### src/rtl/alarm_chime_ctrl.sv
// Alarm/chime buzzer controller: rings at the programmed hh:mm:00 with stop,
// snooze and auto-off, and sounds an hourly chime of N beeps on a 12 h dial.
module alarm_chime_ctrl #(
  parameter int unsigned RING_SECS   = 60,
  parameter int unsigned SNOOZE_SECS = 300,
  parameter int unsigned MAX_SNOOZE  = 3,
  parameter int unsigned CHIME_TMO   = 15
) (
  input  logic       clk,
  input  logic       rst,
  input  logic       tick_1hz,
  input  logic [4:0] cur_hour,
  input  logic [5:0] cur_min,
  input  logic [5:0] cur_sec,
  input  logic [4:0] alarm_hour,
  input  logic [5:0] alarm_min,
  input  logic       alarm_on,
  input  logic       chime_on,
  input  logic       key_stop,
  input  logic       key_snooze,
  input  logic       beep_gate,
  output logic       buzz_en,
  output logic       ringing,
  output logic       snoozing,
  output logic [1:0] snooze_left
);

  typedef enum logic [1:0] {
    IDLE   = 2'd0,
    RING   = 2'd1,
    SNOOZE = 2'd2,
    CHIME  = 2'd3
  } state_t;

  localparam logic [7:0] LP_RING_LAST = 8'(RING_SECS - 1);
  localparam logic [9:0] LP_SNZ_LAST  = 10'(SNOOZE_SECS - 1);
  localparam logic [7:0] LP_TMO_LAST  = 8'(CHIME_TMO - 1);
  localparam logic [1:0] LP_MAX_SNZ   = 2'(MAX_SNOOZE);

  state_t     r_state;
  state_t     w_nxt;
  logic [7:0] r_ring_cnt;
  logic [9:0] r_snz_cnt;
  logic [7:0] r_tmo_cnt;
  logic [3:0] r_beep_cnt;
  logic [3:0] r_chime_n;
  logic       r_gate_q;
  logic       r_buzz_en;
  logic       r_ringing;
  logic       r_snoozing;
  logic [1:0] r_snooze_left;

  logic       w_alarm_hit;
  logic       w_chime_hit;
  logic       w_fall;
  logic [3:0] w_hmod;
  logic [3:0] w_chime_n;

  assign w_alarm_hit = tick_1hz & alarm_on & (cur_hour == alarm_hour) &
                       (cur_min == alarm_min) & (cur_sec == 6'd0);
  assign w_chime_hit = tick_1hz & chime_on & (cur_min == 6'd0) &
                       (cur_sec == 6'd0) & ~w_alarm_hit;
  assign w_fall      = r_gate_q & ~beep_gate;
  assign w_hmod      = (cur_hour >= 5'd12) ? 4'(cur_hour - 5'd12) : cur_hour[3:0];
  assign w_chime_n   = (w_hmod == 4'd0) ? 4'd12 : w_hmod;

  always_comb begin
    w_nxt = r_state;
    case (r_state)
      IDLE: begin
        if (w_alarm_hit)      w_nxt = RING;
        else if (w_chime_hit) w_nxt = CHIME;
      end
      RING: begin
        if (key_stop || !alarm_on)                        w_nxt = IDLE;
        else if (key_snooze && r_snooze_left != 2'd0)     w_nxt = SNOOZE;
        else if (tick_1hz && r_ring_cnt >= LP_RING_LAST)  w_nxt = IDLE;
      end
      SNOOZE: begin
        if (key_stop || !alarm_on)                        w_nxt = IDLE;
        else if (tick_1hz && r_snz_cnt >= LP_SNZ_LAST)    w_nxt = RING;
      end
      CHIME: begin
        if (w_alarm_hit)                                  w_nxt = RING;
        else if (w_fall && r_beep_cnt >= r_chime_n - 4'd1) w_nxt = IDLE;
        else if (tick_1hz && r_tmo_cnt >= LP_TMO_LAST)    w_nxt = IDLE;
      end
      default: w_nxt = IDLE;
    endcase
  end

  always_ff @(posedge clk or negedge rst) begin
    if (!rst) begin
      r_state       <= IDLE;
      r_ring_cnt    <= '0;
      r_snz_cnt     <= '0;
      r_tmo_cnt     <= '0;
      r_beep_cnt    <= '0;
      r_chime_n     <= '0;
      r_gate_q      <= 1'b0;
      r_buzz_en     <= 1'b0;
      r_ringing     <= 1'b0;
      r_snoozing    <= 1'b0;
      r_snooze_left <= LP_MAX_SNZ;
    end else begin
      r_state    <= w_nxt;
      r_buzz_en  <= (w_nxt == RING) || (w_nxt == CHIME);
      r_ringing  <= (w_nxt == RING);
      r_snoozing <= (w_nxt == SNOOZE);
      // Clearing the sample on CHIME entry means only a gate seen high inside CHIME can count as a fall.
      r_gate_q   <= (w_nxt == CHIME && r_state != CHIME) ? 1'b0 : beep_gate;
      case (w_nxt)
        IDLE: r_snooze_left <= LP_MAX_SNZ;
        RING: begin
          if (r_state != RING)                        r_ring_cnt <= '0;
          else if (tick_1hz && r_ring_cnt != '1)      r_ring_cnt <= r_ring_cnt + 8'd1;
        end
        SNOOZE: begin
          if (r_state != SNOOZE) begin
            r_snz_cnt     <= '0;
            r_snooze_left <= r_snooze_left - 2'd1;
          end else if (tick_1hz && r_snz_cnt != '1) begin
            r_snz_cnt <= r_snz_cnt + 10'd1;
          end
        end
        CHIME: begin
          if (r_state != CHIME) begin
            r_beep_cnt <= '0;
            r_tmo_cnt  <= '0;
            r_chime_n  <= w_chime_n;
          end else begin
            if (w_fall && r_beep_cnt != '1)  r_beep_cnt <= r_beep_cnt + 4'd1;
            if (tick_1hz && r_tmo_cnt != '1) r_tmo_cnt  <= r_tmo_cnt + 8'd1;
          end
        end
        default: ;
      endcase
    end
  end

  assign buzz_en     = r_buzz_en;
  assign ringing     = r_ringing;
  assign snoozing    = r_snoozing;
  assign snooze_left = r_snooze_left;

endmodule

### config.mk
export PLATFORM = sky130hd
export DESIGN_NAME = alarm_chime_ctrl
export DESIGN_NICKNAME = d
export VERILOG_FILES = /design/src/rtl/alarm_chime_ctrl.sv
export SDC_FILE = /design/constraint.sdc
export NUM_CORES = 1
export LEC_CHECK = 0
export CAP_MARGIN = 20
export CORE_UTILIZATION = 49
export CTS_CLUSTER_SIZE = 14
export DETAILED_ROUTE_END_ITERATION = 8
export GPL_TIMING_DRIVEN = 0
export PLACE_DENSITY = 0.77
export SLEW_MARGIN = 20
export SYNTH_ARGS = -nofsm -noshare
export SYNTH_HDL_FRONTEND = slang
export SYNTH_SLANG_ARGS = --single-unit
### constraint.sdc
create_clock -name clk -period 2.6 [get_ports clk]
set_clock_uncertainty 0.2 [all_clocks]
set_input_delay 0.26 -clock clk [delete_from_list [all_inputs] [get_ports clk]]
set_output_delay 0.26 -clock clk [all_outputs]
set_load 0.02 [all_outputs]
# [Word level (Yosys, flattened, before mapping)]
# Index checks and enable logic that the tools add are counted.
[op_classes] add_sub_neg=7 n_lt_le_gt_ge=5 n_eq_ne=16 n_mux=24 bitwise=11 reduce_logical=30
[op_table] operator="two-way mux 8 bit" count=4
[op_table] operator="two-way mux 2 bit" count=11
[op_table] operator="two-way mux 10 bit" count=2
[op_table] operator="adder 8 x 1 -> 8 bit, second input constant" count=2
[op_table] operator="two-way mux 4 bit" count=4
[op_table] operator="!= test 8 bit, second input constant" count=2
[op_table] operator="zero test 6 bit" count=2
[op_table] operator="AND reduction 2 bit" count=6
[op_table] operator="nonzero test 2 bit" count=6
[op_table] operator="adder 10 x 1 -> 10 bit, second input constant" count=1
[op_table] operator=">= comparator 10 x 9 -> 1 bit, second input constant" count=1
[op_table] operator="logical AND 1 bit" count=10
[op_table] operator="!= test 10 bit, second input constant" count=1
[op_table] operator="bitwise AND 1 bit" count=9
[op_table] operator="equality test 2 bit, second input constant" count=4
[op_table] operator=">= comparator 8 x 4 -> 1 bit, second input constant" count=1
[op_table] operator=">= comparator 8 x 6 -> 1 bit, second input constant" count=1
[op_table] operator="one-hot mux 2 bit (4 select lines)" count=1
[op_table] operator="equality test 6 bit" count=1
[op_table] operator="equality test 5 bit" count=1
[op_table] operator=">= comparator 5 x 4 -> 1 bit, second input constant" count=1
[op_table] operator="adder 4 x 1 -> 4 bit, second input constant" count=1
[op_table] operator="equality test 2 x 1 -> 1 bit, second input constant" count=2
[op_table] operator=">= comparator 4 bit" count=1
[op_table] operator="13 further kinds" count=18
[word_totals] ff_bits=42 input_bits=36 out_inout_bits=5 wordCells=104

# [Longest topological paths before layout]
# Gate-level depths: netlist of the first run.
[depth] word_depth=12 mapped_depth=12 mapped_depth_nobuf=11

# [Worst setup path before layout of the first run]
# No wires, ideal clock.
[synth_timing] path_kind="flip-flop to flip-flop" from="reg r_chime_n[0]" to="reg r_chime_n[0]" setup_ps=125 arrival_ps=2390 required_ps=2275 setup_slack_ps=-115 path_stages_with_launch=10 n_path_buf=0 synth_period_minus_slack_ps=2715 cell_sequence="dfrtp_1 > inv_1 > ha_1 > ha_1 > a2111oi_2 > o211ai_1 > a32oi_2 > and3_4 > nand2_4 > mux2_4"
[synth_between] elab_chain_len=8
[synth_rtl] element="start: declaration" line="46" text="logic [3:0] r_chime_n;"
[synth_rtl] element="start signal: assignment" line="130" text="r_chime_n <= w_chime_n;"
[synth_rtl] element="subtractor 4 x 1 -> 4 bit" line="85" text="else if (w_fall && r_beep_cnt >= r_chime_n - 4'd1) w_nxt = IDLE;"
[synth_rtl] element=">= comparator 4 bit" line="85"
[synth_rtl] element="logical AND 1 bit" line="85"
[synth_rtl] element="two-way mux 2 bit" line="85"
[synth_rtl] element="two-way mux 2 bit" line="84" text="if (w_alarm_hit) w_nxt = RING;"
[synth_rtl] element="one-hot mux 2 bit (4 select lines)" line="69" text="case (r_state)"
[synth_rtl] element="equality test 2 bit" line="112" text="case (w_nxt)"
[synth_rtl] element="AND reduction 2 bit (no source line)"
# No other way between the ends.
# A chain may end at the register's enable or synchronous reset.

# [Final worst setup path of the first run]
[layout_timing] from="reg r_chime_n[0]" to="reg r_beep_cnt[0]"
[layout_between] elab_chain_len=8
[layout_rtl] element="subtractor 4 x 1 -> 4 bit" line="85"
[layout_rtl] element=">= comparator 4 bit" line="85"
[layout_rtl] element="logical AND 1 bit" line="85"
[layout_rtl] element="two-way mux 2 bit" line="85"
[layout_rtl] element="two-way mux 2 bit" line="84"
[layout_rtl] element="one-hot mux 2 bit (4 select lines)" line="69"
[layout_rtl] element="net w_nxt[1]" line="41" text="state_t w_nxt;"
[layout_rtl] element="equality test 2 bit" line="112"
[layout_rtl] element="AND reduction 2 bit (no source line)"
[layout_rtl] element="end signal: assignment" line="132" text="if (w_fall && r_beep_cnt != '1) r_beep_cnt <= r_beep_cnt + 4'd1;"
[layout_rtl] element="end: declaration" line="45" text="logic [3:0] r_beep_cnt;"
# The timed path passes the listed nets, and every way through them passes these cells.

==> run_results.csv, run 1 <==
group,metric,value,unit
yosys,synth.distinct_cells,64,
power_and_ir_drop,max-vdd-ir-drop,0.472,mV
route,drt-total-wl,6420,um
clocking,worstSkewPairLatency,0.30,ns
worst_setup_path,critPathRequiredTime,2.58,ns
worst_setup_path,path_cells,"nor3_2, xnor2_1, ha_2, nor2_2, or3_4, o211ai_1, a32oi_2, buf_4, and2_4, and3_4, mux2_2",
yosys,yosys.area_share.simple,22.5,%
placement,place_ws,-0.498,ns
global_route,grt_util_met3,5.95,%
timing,setup_viol,28,
outcome,violations,"setup timing",
global_route,grt_pass1_wl,10400,um
global_route,grt_max_degree,33,
power_and_ir_drop,power.share.combinational,51.9,%
timing,worst_pin_slew,0.792,ns
placement,place.gp.congestion,0.780,
cells_and_area,layout-drive-gt1-share,23.0,%
clocking,path_clk_slew,0.09,ns
clocking,cts.htree.levels,2,
yosys,syn_nets,320,
worst_setup_path,path_class,"reg2reg",
yosys,synth_top_area_share,37.9,%
route,vias,2324,
power_and_ir_drop,seqPwrFrac,30.0,%
timing,fin_crit,2.94,ns
worst_setup_path,worstSetupStartpointType,"register",
yosys,synthArstFlopShare,100,%
route,drtIter0Drc,86,
yosys,synthTopCellsByArea,"dfrtp_1 (38%), ha_1 (5.7%), xnor2_1 (4.3%), nand2_1 (3.1%), nor2_1 (3.0%)",
route,ant_nets,0,
placement,portBuffers,40,
clocking,cts_sinks,42,
yosys,yosysSeqAreaShare,39.9,%
clocking,clock_path_buffers,2,
yosys,synth_edf_count,0,
power_and_ir_drop,p_sw,1.04,mW
yosys,synth_top_family_by_area,"simple AND/OR/NAND/NOR gates",
timing,relSlewSlack,47.2,%
worst_setup_path,path_max_fanout,4,
clocking,ctsRootBufferMaster,"clkbuf_8",
timing,finalHoldViolCount,0,
power_and_ir_drop,power_density,798,nW/um^2
worst_setup_path,max_stage_delay,0.42,ns
yosys,syn_area,2640,sq um
worst_setup_path,end_kind,"register",
worst_setup_path,ff2ff_path_depth,11,
die,coreArea,5140,sq um
yosys,syn_avg_cell_area,9.71,sq um
yosys,syn_inst,272,
yosys,muxShareOfSynthArea,4.31,%
placement,dpl-instance-area,3190,sq um
power_and_ir_drop,p_leak,1.56,nW
yosys,synth_warnings,0,
cells_and_area,fin_nets,386,
die,rows,26,
worst_setup_path,cpMaxStageDelayCell,"dfrtp_1",
worst_setup_path,critPathArrivalTime,2.93,ns
min_path,hold_class,"in2async",
die,start_util,51.4,%
timing,fin_crit_sh,113,%
die,fp.dieW,75.4,um
timing,rsz0062_at_grt,"true",
die,ios,41,
global_route,track_usage,24.2,%
global_route,first_global_vias,2318,
worst_setup_path,regToRegEndpoint,"r_beep_cnt[0]$_DFFE_PN0P_",
yosys,synth_ff_type,"dfrtp_1",
cells_and_area,antenna_cells,0,
yosys,synth-adder-area-share,5.68,%
yosys,synth-xor-area-share,6.30,%
power_and_ir_drop,p_sw_share,36.1,%
timing,setup_ws,-0.345,ns
timing,fmax,340,MHz
global_route,use_met1,30.7,%
yosys,synth_compound_area_share,18.7,%
placement,dp_hpwl,4310,um
route,post_drt_via_cell_ratio,5.68,
die,chipHeight,75.4,um
die,die_area,5690,sq um
timing,drv_slew,0,
power_and_ir_drop,intPower,1.84,mW
timing,fin_hold_ws,0.151,ns
route,first_pass_iters,5,
global_route,overflow,0,
clocking,cts_buffers,5,
yosys,synth-seq-cells,42,
outcome,status,"complete, but fails checks",
worst_setup_path,r2r_start,"r_chime_n[0]$_DFFE_PN0P_",
cells_and_area,synthToLayoutAreaGrowth,36.5,%
power_and_ir_drop,pwr-share-clk,18.1,%
yosys,synth_top_area_cell,"dfrtp_1",
cells_and_area,stdcell_area,3600,sq um
clocking,cts_tree,"yes",
worst_setup_path,r2r_setup_slack,-0.34,ns
global_route,antenna_found_initial,0,
flow_run,cap_viol_max_count,0,
route,drc_errors,0,
route,wl_per_cell,15.7,um
global_route,top_usage_layer,"met2",
global_route,use_met2,40.6,%
==> final cells by class <==
cell class,instances,area [sq um]
buffer,3,21.3
clock inverter,1,30.0
multi-input combinational,215,1720
tap,70,87.6
sequential,42,1050
inverter,13,48.8
fill,395,1540
timing repair buffer,58,564
clock buffer,7,76.3
==> cell usage after synthesis, drive strengths merged, types with 2 or more instances <==
cell and n:
nor3 11, and3 7, a22oi 3, mux2i 2
a21oi 11, or4 2, mux2 7, o31ai 3
nor2b 4, nor4b 2, or2 3, or3 2
a2111oi 2, xnor2 13, and2 6, nand2 23
dfstp 2, dfrtp 40, nor3b 2, clkbuf 2
a21o 5, xor2 6, a22o 3, nand2b 8
nand3 6, a31oi 2, ha 12, o21a 7
a41oi 2, o21ai 12, nand4 9, o211ai 2
nor2 21, buf 2, o41ai 2, inv 13
==> worst max-delay path: cells and delay by family (launching register included) <==
kind / cells / cell delay (ns)
and+or+nand+nor: 5 / 0.90
AOI/OAI and AO/OA: 2 / 0.46
DFF: 1 / 0.42
adders and majority gates: 1 / 0.27
muxes: 1 / 0.25
buffers and inverters: 1 / 0.17
xor gates and xnor gates: 1 / 0.15
==> worst max-delay path by stage <==
stage,start,depth (start not counted),to
2_1_floorplan,r_chime_n[0]$_DFFE_PN0P_,10,r_ring_cnt[0]$_DFFE_PN0P_
3_3_place_gp,tick_1hz,8,r_ring_cnt[0]$_DFFE_PN0P_
3_5_place_dp,tick_1hz,8,r_ring_cnt[0]$_DFFE_PN0P_
4_1_cts,r_chime_n[2]$_DFFE_PN0P_,11,r_ring_cnt[4]$_DFFE_PN0P_
5_1_grt,r_chime_n[0]$_DFFE_PN0P_,11,r_ring_cnt[4]$_DFFE_PN0P_
6_report,r_chime_n[0]$_DFFE_PN0P_,11,r_beep_cnt[0]$_DFFE_PN0P_
==> power groups by stage <==
stage                     Sequential [mW]  Clock (mW)  Combinational, mW
after floorplan                     0.873           0              0.765
after global placement              0.861           0               1.03
after detailed placement            0.869           0               1.07
after CTS                           0.851       0.529               1.35
after global routing                0.879       0.552               1.63
final                               0.862       0.521               1.49
==> placed cells by master (no fill, tap or decap), types with 7 or more instances in the layout <==
cell type        netlist  routed
nand2b_1               8       7
nand2_1               22      21
clkdlybuf4s50_1        0      39
nor2_1                21      20
xnor2_1               13      12
a21oi_1               11       8
ha_1                  12       8
buf_4                  1      11
inv_1                 13      12
nand4_1                8       8
dfrtp_1               40      40
o21a_1                 7       7
==> cells by family (layout without fill, tap and decap cells) <==
family          count (synthesis)  count (layout)
compound gates                 64              65
xor+xnor                       19              19
fa+ha+maj                      12              12
buf+inv                        17              82
flops                          42              42
mux                             9               9
simple gates                  109             110
==> metal layers <==
metal / vias up / part of all wire (%)
li1: 1131 / -
met1: 1102 / 43
met2: 79 / 50
met3: 12 / 5.0
met4: 0 / 1.9
met5: - / 0
==> state kept, by name (all words and copies together), names as in the netlist <==
| name | count |
|---|---|
| r_snz_cnt | 10 |
| r_tmo_cnt | 8 |
| r_beep_cnt | 4 |
| r_state | 2 |
| snooze_left | 2 |
| r_gate_q | 1 |
| ringing | 1 |
| r_ring_cnt | 8 |
| snoozing | 1 |
| buzz_en | 1 |
| r_chime_n | 4 |
==> per-stage QoR <==
step	utilization (%)	std cells	total power, mW	TNS (ns)
floorplan	-	272	1.64	-0.503
global placement	61.8	382	1.89	-7.91
detailed placement	62.1	383	1.94	-7.43
CTS	67.9	404	2.73	-4.62
global route	70.1	409	3.06	-10.55
finish	70.1	409	2.88	-6.45
==> timing repair <==
action / 4_1_cts / 5_1_grt
pin swaps: 9 / 15
setup buffers: 11 / 5
endpoints found under the setup margin: 28 / 35
resized for setup: 19 / 17
hold endpoints to repair: 40 / 0
hold buffers: 1 / 0
cloned: 1 / 1
Power figures use the tool's default switching activity.
==> inputs of run 2 (changes only) <==
--- a/config.mk
+++ b/config.mk
@@ -6,11 +6,14 @@
 export NUM_CORES = 1
 export LEC_CHECK = 0
 export CAP_MARGIN = 20
-export CORE_UTILIZATION = 49
+export CELL_PAD_IN_SITES_DETAIL_PLACEMENT = 0
+export CELL_PAD_IN_SITES_GLOBAL_PLACEMENT = 1
+export CORE_UTILIZATION = 38
+export CTS_CLUSTER_DIAMETER = 150
 export CTS_CLUSTER_SIZE = 14
 export DETAILED_ROUTE_END_ITERATION = 8
 export GPL_TIMING_DRIVEN = 0
-export PLACE_DENSITY = 0.77
+export PLACE_DENSITY_LB_ADDON = 0.1
 export SLEW_MARGIN = 20
 export SYNTH_ARGS = -nofsm -noshare
 export SYNTH_HDL_FRONTEND = slang
==> run_results.csv, run 2 (synthesized netlist as in run 1, its figures left out) <==
group,metric,value,unit
outcome,status,"complete, but fails checks",
outcome,violations,"setup timing",
cells_and_area,synthToLayoutAreaGrowth,36.5,%
timing,setup_ws,-0.286,ns
power_and_ir_drop,intPower,1.79,mW
worst_setup_path,path_class,"reg2reg",
cells_and_area,layout-drive-gt1-share,23.7,%
cells_and_area,largest-register,"r_snz_cnt",
placement,portBuffers,40,
worst_setup_path,max_stage_delay,0.40,ns
power_and_ir_drop,power_density,781,nW/um^2
timing,worst_pin_slew,0.762,ns
global_route,track_usage,18.4,%
power_and_ir_drop,pwr-share-clk,18.4,%
cells_and_area,fin_nets,381,
worst_setup_path,critPathTopFamily,"compound AO/OA/AOI/OAI gates",
cells_and_area,layout_common_cells,"dfrtp_1 (40), clkdlybuf4s50_1 (38), nor2_1 (21), nand2_1 (21), xnor2_1 (12)",
power_and_ir_drop,p_leak,1.55,nW
route,drt-total-wl,6200,um
timing,relSlewSlack,49.2,%
global_route,grt_max_degree,24,
placement,dp_hpwl,4440,um
cells_and_area,largest_reg_flops,10,
timing,fin_crit,2.89,ns
clocking,worstSkewPairLatency,0.29,ns
global_route,first_global_vias,2218,
worst_setup_path,worstSetupStartpointType,"register",
route,drc_errors,0,
worst_setup_path,end_kind,"register",
route,post_drt_via_cell_ratio,5.46,
timing,fmax,346,MHz
clocking,path_clk_slew,0.09,ns
placement,place_ws,-0.536,ns
clocking,clock_path_buffers,2,
die,die_area,7290,sq um
die,fp.dieW,85.4,um
worst_setup_path,path_cells,"inv_2, ha_4, xnor2_2, ha_4, nor3_2, or3_4, o211ai_1, a32oi_2, a22oi_2, nand2_1, mux2_4",
route,first_pass_iters,4,
min_path,hold_class,"in2async",
timing,drv_slew,0,
timing,final.setup.tns,-5.21,ns
cells_and_area,layout_commonest_cell,"dfrtp_1",
timing,setup_viol,27,
worst_setup_path,ff2ff_path_depth,11,
clocking,ctsRootBufferMaster,"clkbuf_8",
route,vias,2260,
worst_setup_path,path_max_fanout,4,
worst_setup_path,r2r_start,"r_chime_n[0]$_DFFE_PN0P_",
placement,placed_cells,393,
power_and_ir_drop,seqPwrFrac,30.9,%
worst_setup_path,critPathArrivalTime,2.87,ns
die,ios,41,
worst_setup_path,cp_num_buf_inv,1,
timing,fin_crit_sh,111,%
placement,place.gp.congestion,0.735,
global_route,antenna_found_initial,0,
worst_setup_path,crit_path_frequent_cell,"ha_4",
clocking,cts_tree,"yes",
cells_and_area,antenna_cells,0,
route,wl_per_cell,15.0,um
cells_and_area,top_regs,"r_snz_cnt: 10 flops, r_ring_cnt: 8 flops, r_tmo_cnt: 8 flops",
die,chipHeight,85.4,um
clocking,cts_buffers,5,
worst_setup_path,r2r_setup_slack,-0.29,ns
placement,dpl-instance-area,3210,sq um
worst_setup_path,regToRegEndpoint,"r_ring_cnt[0]$_DFFE_PN0P_",
power_and_ir_drop,total_power,2.82,mW
worst_setup_path,critPathRequiredTime,2.59,ns
power_and_ir_drop,p_sw,1.03,mW
flow_run,cap_viol_max_count,0,
worst_setup_path,cpMaxStageDelayCell,"dfrtp_1",
power_and_ir_drop,p_sw_share,36.5,%
timing,finalHoldViolCount,0,
global_route,overflow,0,
cells_and_area,fin_cells,414,
clocking,cts.htree.levels,2,
route,drtIter0Drc,47,
power_and_ir_drop,max-vdd-ir-drop,0.321,mV
die,start_util,39.1,%
power_and_ir_drop,power.share.combinational,50.7,%
clocking,cts_sinks,42,
die,rows,30,
global_route,grt_pass1_wl,10600,um
timing,rsz0062_at_grt,"true",
route,ant_nets,0,
die,coreArea,6760,sq um
cells_and_area,stdcell_area,3610,sq um
run 2: power groups by stage:
stage               clock network (mW)  registers, mW  logic (mW)
CTS                              0.532          0.858        1.38
finish                           0.518          0.871        1.43
global placement                     0          0.865        1.05
detailed placement                   0          0.869        1.07
global route                     0.557          0.890        1.55
floorplan                            0          0.873       0.765
run 2: through the flow:
stage,hold slack (ns),util [%]
2_1_floorplan,-0.236,-
3_3_place_gp,0.294,47.2
3_5_place_dp,0.0973,47.6
4_1_cts,0.314,52.5
5_1_grt,0.341,53.4
6_report,0.286,53.4
run 2: layout make-up:
type	count	area, sq um
flip-flops and latches	42	1050
multi-input cells	215	1740
inverters	13	48.8
plain buffers	3	21.3
repair buffers	53	529
well taps	80	100
clock inverters	3	40.0
fillers	613	3150
clock buffers	5	68.8
run 2: timing repair:
action / in CTS / in global routing
cloned: 1 / 1
gates resized for setup: 25 / 12
pin swaps: 15 / 9
buffers inserted: 11 / 0
endpoints found under the hold margin: 22 / 0
hold buffers: 1 / 0
setup endpoints to repair: 29 / 35
run 2: layer usage:
metal | vias up | share of wire, % | global-route usage, %
met5 | - | 0 | 0
met4 | 0 | 0.95 | 4.09
met3 | 6 | 3.7 | 3.70
met2 | 48 | 45 | 29.5
met1 | 1089 | 51 | 25.7
li1 | 1117 | - | -
run 2: worst max path at each step:
stage,startpoint,to,slack (ns),cells after the start
floorplan,r_chime_n[0]$_DFFE_PN0P_,r_ring_cnt[0]$_DFFE_PN0P_,-0.08,10
global placement,tick_1hz,r_ring_cnt[0]$_DFFE_PN0P_,-0.50,8
detailed placement,tick_1hz,r_ring_cnt[0]$_DFFE_PN0P_,-0.54,8
CTS,r_chime_n[0]$_DFFE_PN0P_,r_ring_cnt[0]$_DFFE_PN0P_,-0.30,11
global route,r_chime_n[0]$_DFFE_PN0P_,r_ring_cnt[4]$_DFFE_PN0P_,-0.38,12
finish,r_chime_n[0]$_DFFE_PN0P_,r_ring_cnt[0]$_DFFE_PN0P_,-0.29,11
